**src/rtl/fill_rect.sv**
```systemverilog
// fill_rect: column-major rectangle rasteriser, one pixel per clock; define FILL_RECT_CLIP_EN to suppress off-screen plots
module fill_rect #(
  parameter int X_W      = 9,
  parameter int Y_W      = 8,
  parameter int COLOUR_W = 3,
  parameter int SCREEN_W = 160,
  parameter int SCREEN_H = 120
) (
  input  logic                clk,
  input  logic                rst,
  input  logic                start,
  input  logic [X_W-1:0]      x0,
  input  logic [Y_W-1:0]      y0,
  input  logic [X_W-1:0]      w,
  input  logic [Y_W-1:0]      h,
  input  logic [COLOUR_W-1:0] colour,
  input  logic                outline,
  output logic                busy,
  output logic                done,
  output logic [X_W-1:0]      vga_x,
  output logic [Y_W-1:0]      vga_y,
  output logic [COLOUR_W-1:0] vga_colour,
  output logic                vga_plot
);
  typedef enum logic [1:0] {IDLE, RUN, DONE} state_t;
  state_t state, state_n;
  logic [X_W-1:0] x_r, w_r, i, x_d;
  logic [Y_W-1:0] y_r, h_r, j, y_d;
  logic [COLOUR_W-1:0] c_r, c_d;
  logic o_r, i_end, j_end, last, edge_px, draw, busy_d, done_d, plot_d;
  logic [X_W:0] sx;
  logic [Y_W:0] sy;
  assign sx      = {1'b0, x_r} + {1'b0, i};
  assign sy      = {1'b0, y_r} + {1'b0, j};
  assign i_end   = i == w_r - X_W'(1);
  assign j_end   = j == h_r - Y_W'(1);
  assign last    = i_end && j_end;
  assign edge_px = i == '0 || i_end || j == '0 || j_end;
`ifdef FILL_RECT_CLIP_EN
  assign draw = (!o_r || edge_px) && sx < (X_W+1)'(SCREEN_W) && sy < (Y_W+1)'(SCREEN_H);
`else
  assign draw = !o_r || edge_px;
`endif
  // state register
  always_ff @(posedge clk)
    if (rst) state <= IDLE;
    else state <= state_n;
  // next-state: empty rectangles skip straight to DONE
  always_comb
    state_n = state == IDLE ? (start ? ((w == '0 || h == '0) ? DONE : RUN) : IDLE) :
              state == RUN  ? (last ? DONE : RUN) :
              (start ? DONE : IDLE);
  // next output values; pixel fields hold outside RUN
  always_comb begin
    busy_d = state == RUN;
    done_d = state == DONE;
    plot_d = state == RUN && draw;
    x_d    = state == RUN ? sx[X_W-1:0] : vga_x;
    y_d    = state == RUN ? sy[Y_W-1:0] : vga_y;
    c_d    = state == RUN ? c_r : vga_colour;
  end
  // output register, one cycle behind the scan counters
  always_ff @(posedge clk)
    if (rst) begin
      busy       <= 1'b0;
      done       <= 1'b0;
      vga_plot   <= 1'b0;
      vga_x      <= '0;
      vga_y      <= '0;
      vga_colour <= '0;
    end else begin
      busy       <= busy_d;
      done       <= done_d;
      vga_plot   <= plot_d;
      vga_x      <= x_d;
      vga_y      <= y_d;
      vga_colour <= c_d;
    end
  // request latch and column-major scan counters (j fastest)
  always_ff @(posedge clk)
    if (rst) begin
      x_r <= '0;
      y_r <= '0;
      w_r <= '0;
      h_r <= '0;
      c_r <= '0;
      o_r <= 1'b0;
      i   <= '0;
      j   <= '0;
    end else if (state == IDLE && start) begin
      x_r <= x0;
      y_r <= y0;
      w_r <= w;
      h_r <= h;
      c_r <= colour;
      o_r <= outline;
      i   <= '0;
      j   <= '0;
    end else if (state == RUN && !last) begin
      j <= j_end ? '0 : j + Y_W'(1);
      i <= j_end ? i + X_W'(1) : i;
    end
endmodule

```
**config.mk**
```make
export PLATFORM = sky130hd
export DESIGN_NAME = fill_rect
export DESIGN_NICKNAME = d
export VERILOG_FILES = /design/src/rtl/fill_rect.sv
export SDC_FILE = /design/constraint.sdc
export NUM_CORES = 1
export LEC_CHECK = 0
export ABC_AREA = 1
export CAP_MARGIN = 40
export CORE_MARGIN = 4
export CORE_UTILIZATION = 55
export DETAILED_ROUTE_END_ITERATION = 7
export PLACE_DENSITY = 0.82
export SLEW_MARGIN = 10
export SYNTH_ARGS = -nofsm -noshare
export SYNTH_HDL_FRONTEND = slang
export SYNTH_SLANG_ARGS = --single-unit
```
**constraint.sdc**
```tcl
create_clock -name clk -period 2.1 [get_ports clk]
set_input_delay 0.315 -clock clk [delete_from_list [all_inputs] [get_ports clk]]
set_output_delay 0.315 -clock clk [all_outputs]
set_load 0.05 [all_outputs]
```
==> results.rst <==
.. list-table::
   :header-rows: 1

   * - Metric
     - Value
   * - Clock tree root driver cell
     - sky130_fd_sc_hd__clkbuf_8
   * - Post-synthesis to final-layout area growth
     - 21.77%
   * - Post-synth cell types
     - 40
   * - Startpoint class of the critical path
     - register
   * - Smallest setup slack after layout
     - 0.1188 ns
   * - Area inside the core boundary
     - slightly below 8000 um2
   * - Transition at the pin with the smallest max-transition slack
     - 0.5170 ns
   * - CP Data Arrival Time
     - 2.23 ns
   * - Final Hold Vio Count
     - 0
   * - Mapped Nets
     - 695
   * - Pwr dens
     - 765.7 nW/um2
   * - Worst path required time
     - 2.34 ns
   * - Basic-gate share of the synthesized area counting and, or, nand and nor cells
     - 0.2769
   * - Routability congestion estimate from global placement
     - 0.9794
   * - Routed WL per cell
     - 14.33 um
   * - Worst setup EP type
     - register
   * - Overall overflow remaining after global route
     - 0
   * - Num Clock Sinks
     - 80
   * - H-tree level count
     - 3
   * - Total power
     - 4.222 mW
   * - Number of nets still failing antenna checks after routing
     - 0
   * - Leakage power figure
     - 2.418 nW
   * - Unrepaired setup endpoints after global routing
     - false
   * - Starting utilization of the core area
     - 0.5770
   * - Count of input and output buffers
     - 63
   * - Share of the cycle needed by the critical path after routing
     - 0.9434
   * - Slowest stage cell on the critical path
     - sky130_fd_sc_hd__dfxtp_1
   * - Adder-Cell Fraction of Synth Area
     - 0.06687
   * - Filler Cells Inserted
     - 658
   * - Number of warnings printed during yosys synthesis
     - 0
   * - Floorplan die height
     - 98.74 um
   * - Worst r2r dst
     - vga_y[6]$_SDFFE_PP0P_
   * - Xor and xnor fraction of the mapped netlist area
     - 0.07682
   * - Hold worst-path end
     - w_r[8]$_SDFFE_PP0P_
   * - MaxCap Viol Count
     - 0
   * - Clock slew seen by the registers of the worst setup and hold paths
     - 0.08 ns
   * - CTS buffer count
     - 9
   * - Largest fanout on the critical path
     - 5
   * - Slew HR
     - 0.6542
   * - Area contributors post-synth
     - sky130_fd_sc_hd__dfxtp_1 35%, sky130_fd_sc_hd__nor2_1 8.9%, sky130_fd_sc_hd__nand2_1 7.7%
   * - Detailed-route wire length
     - 11.53 mm
   * - Top cell type's share of synthesized area
     - 0.3537
   * - Drc violations
     - 0
   * - Overall via count from detail_route
     - about 4,400
   * - Post-cts hold buffer count
     - 0
   * - Netlist area before placement
     - 4528 um2
   * - Final-report max-slew violation count
     - 0
   * - Worst-path cell chain
     - ha_1 > inv_1 > fa_1 > o21ai_1 > nand2_1 > nand2_1 > a21oi_1 > xnor2_1 > o21ai_0 > inv_1
   * - Commonest non-fill, non-tap cells in the layout
     - 104 x sky130_fd_sc_hd__nor2_1, 92 x sky130_fd_sc_hd__nand2_1, 79 x sky130_fd_sc_hd__dfxtp_1
   * - Most common cell after layout, fill and taps aside
     - sky130_fd_sc_hd__nor2_1
   * - Post-placement worst setup slack
     - about 0.026 ns
   * - I/O pin total
     - 64
   * - Maximum clock rate
     - between 500 and 600 MHz
   * - Number of global-route vias before repair
     - 4,122
   * - Full die area
     - 9749 um2
   * - Number of synthesized register bits
     - 80
   * - Clock latency on the worst-skew pair
     - 0.35 ns
   * - Buffer levels on the longest clock path
     - 2
   * - DIE WIDTH
     - 98.74 um
   * - Max stage delay on crit path
     - 0.41 ns
   * - Kind of path behind the tightest hold check
     - reg -> reg
   * - Number of cells traversed by the worst hold path
     - 2
   * - Startpoint-to-endpoint class of the critical path
     - reg -> reg
   * - Skew final
     - 0.008943 ns
   * - Initial detailed-routing violation count
     - 291
   * - End-of-flow core utilization
     - 0.7026
   * - Status
     - complete, no violations
   * - Family with the most delay on the worst path
     - adder cells
   * - Std-Cell Rows
     - 32
   * - Mapped Avg Cell Area
     - 7.176 um2
   * - Post-Synthesis Cells
     - 631
   * - Setup total negative slack
     - 0 ns
   * - Multiplexer area fraction after synthesis
     - 0
   * - Largest family of logic cells by synthesized area
     - simple AND/OR/NAND/NOR gates
   * - Hold path start
     - w_r[8]$_SDFFE_PP0P_
   * - First-pass detailed-route iteration total
     - 5
   * - Launch instance of the worst register-to-register path
     - j[0]$_SDFFE_PP0P_
   * - Fraction of final layout cells with drive strength greater than 1
     - 0.09246
   * - Minimum clock period
     - 1.981 ns
   * - Register-to-Register Path Depth
     - 10
   * - Share of the synthesized area in compound gates (AO/OA/AOI/OAI)
     - 0.1404
   * - Global routing usage summed across all routing layers
     - 0.2389
   * - Reg2Reg Setup Slack
     - 0.12 ns
   * - Buffers plus inverters on the worst setup path
     - 2
   * - Placed wire-length estimate after detailed placement
     - slightly below 9 mm
   * - Max IR drop VDD
     - 0.4105 mV
   * - Number of antenna violations at the first check in global routing
     - 0
   * - TritonCTS clock tree
     - built
   * - Net count of the finished layout
     - 762
   * - Setup violation total in the final timing report
     - 0
   * - Via density per instance
     - roughly 5.5
   * - Share of the yosys chip area belonging to registers
     - 0.3537
   * - Wire length of the first global-routing pass
     - 18.98 mm
   * - Cell type contributing the most total cell area after synthesis
     - sky130_fd_sc_hd__dfxtp_1
   * - Antenna Diode Count
     - 0
   * - Largest net degree at the start of global routing
     - 43
==> per-layer routing <==
layer / part of all wire / track usage / vias to the layer above
li1: - / - / 2194
met1: 0.46 / 0.3181 / 2028
met2: 0.45 / 0.3822 / 180
met3: 0.063 / 0.05308 / 25
met4: 0.023 / 0.08508 / 0
met5: 0 / 0 / -
==> cells by family after synthesis <==
logic type,after synthesis
DFF,80
AOI/OAI and AO/OA,123
buffers and inverters,91
and+or+nand+nor,276
xor gates and xnor gates,38
adders and majority gates,23
==> synthesized netlist by cell type (all sizes together) <==
cell,instances
a211oi,2
a21o,1
a21oi,48
a31oi,3
buf,11
clkbuf,14
clkinv,1
dfxtp,80
fa,2
ha,21
inv,65
nand2,99
nand3,36
nand3b,2
nand4,14
nor2,112
nor3,6
nor4,6
o211ai,2
o21ai,66
o221ai,1
or2,1
xnor2,11
xor2,27
==> sequential cells by signal, indices dropped and copies added (netlist names), 2 cells and up <==
name / flops
i: 9
vga_x: 9
w_r: 9
x_r: 9
h_r: 8
j: 8
vga_y: 8
y_r: 8
c_r: 3
vga_colour: 3
state: 2
==> power by group <==
part | switching, mW | total, mW | internal [mW]
Combinational | 0.824 | 1.30 | 0.478
Clock | 0.585 | 1.14 | 0.556
Sequential | 0.109 | 1.78 | 1.67
==> worst min-delay path, stage by stage (launching register included) <==
cell,delay [ns]
sky130_fd_sc_hd__dfxtp_1,0.32
sky130_fd_sc_hd__inv_1,0.07
sky130_fd_sc_hd__a21oi_1,0.06
==> through the flow <==
step	cell area, um2	std cells	hold WS, ns
2_1_floorplan	4528	631	0.3989
5_1_grt	5514	805	0.5169
4_1_cts	5479	803	0.4756
6_report	5514	805	0.4799
3_3_place_gp	5283	787	0.4578
3_5_place_dp	5283	787	0.4605
==> worst max path at each step <==
stage                                  from  slack, ns  cells after the start                     to
after floorplan           i[0]$_SDFFE_PP0P_       0.15                      9  vga_x[6]$_SDFFE_PP0P_
after global placement    i[0]$_SDFFE_PP0P_       0.08                      9  vga_x[6]$_SDFFE_PP0P_
after detailed placement  i[0]$_SDFFE_PP0P_       0.03                      9  vga_x[6]$_SDFFE_PP0P_
after CTS                 i[0]$_SDFFE_PP0P_       0.02                      9  vga_x[6]$_SDFFE_PP0P_
after global routing      j[0]$_SDFFE_PP0P_      0.002                     10  vga_y[6]$_SDFFE_PP0P_
final                     j[0]$_SDFFE_PP0P_       0.12                     10  vga_y[6]$_SDFFE_PP0P_
==> repair_timing <==
item | in CTS | in global routing
endpoints found under the setup margin | 0 | 22
resized for setup | 0 | 9
setup buffers | 0 | 2
==> layout make-up <==
type | instances | area (um2) | area share
multi-input cells | 460 | 2561 | 0.4645
flip-flops and latches | 80 | 1603 | 0.2907
repair buffers | 81 | 778.2 | 0.1411
inverters | 66 | 247.7 | 0.04493
clock buffers | 10 | 127.6 | 0.02314
well taps | 102 | 127.6 | 0.02314
clock inverters | 6 | 68.82 | 0.01248
No activity file was read; power rests on OpenSTA's default activity.
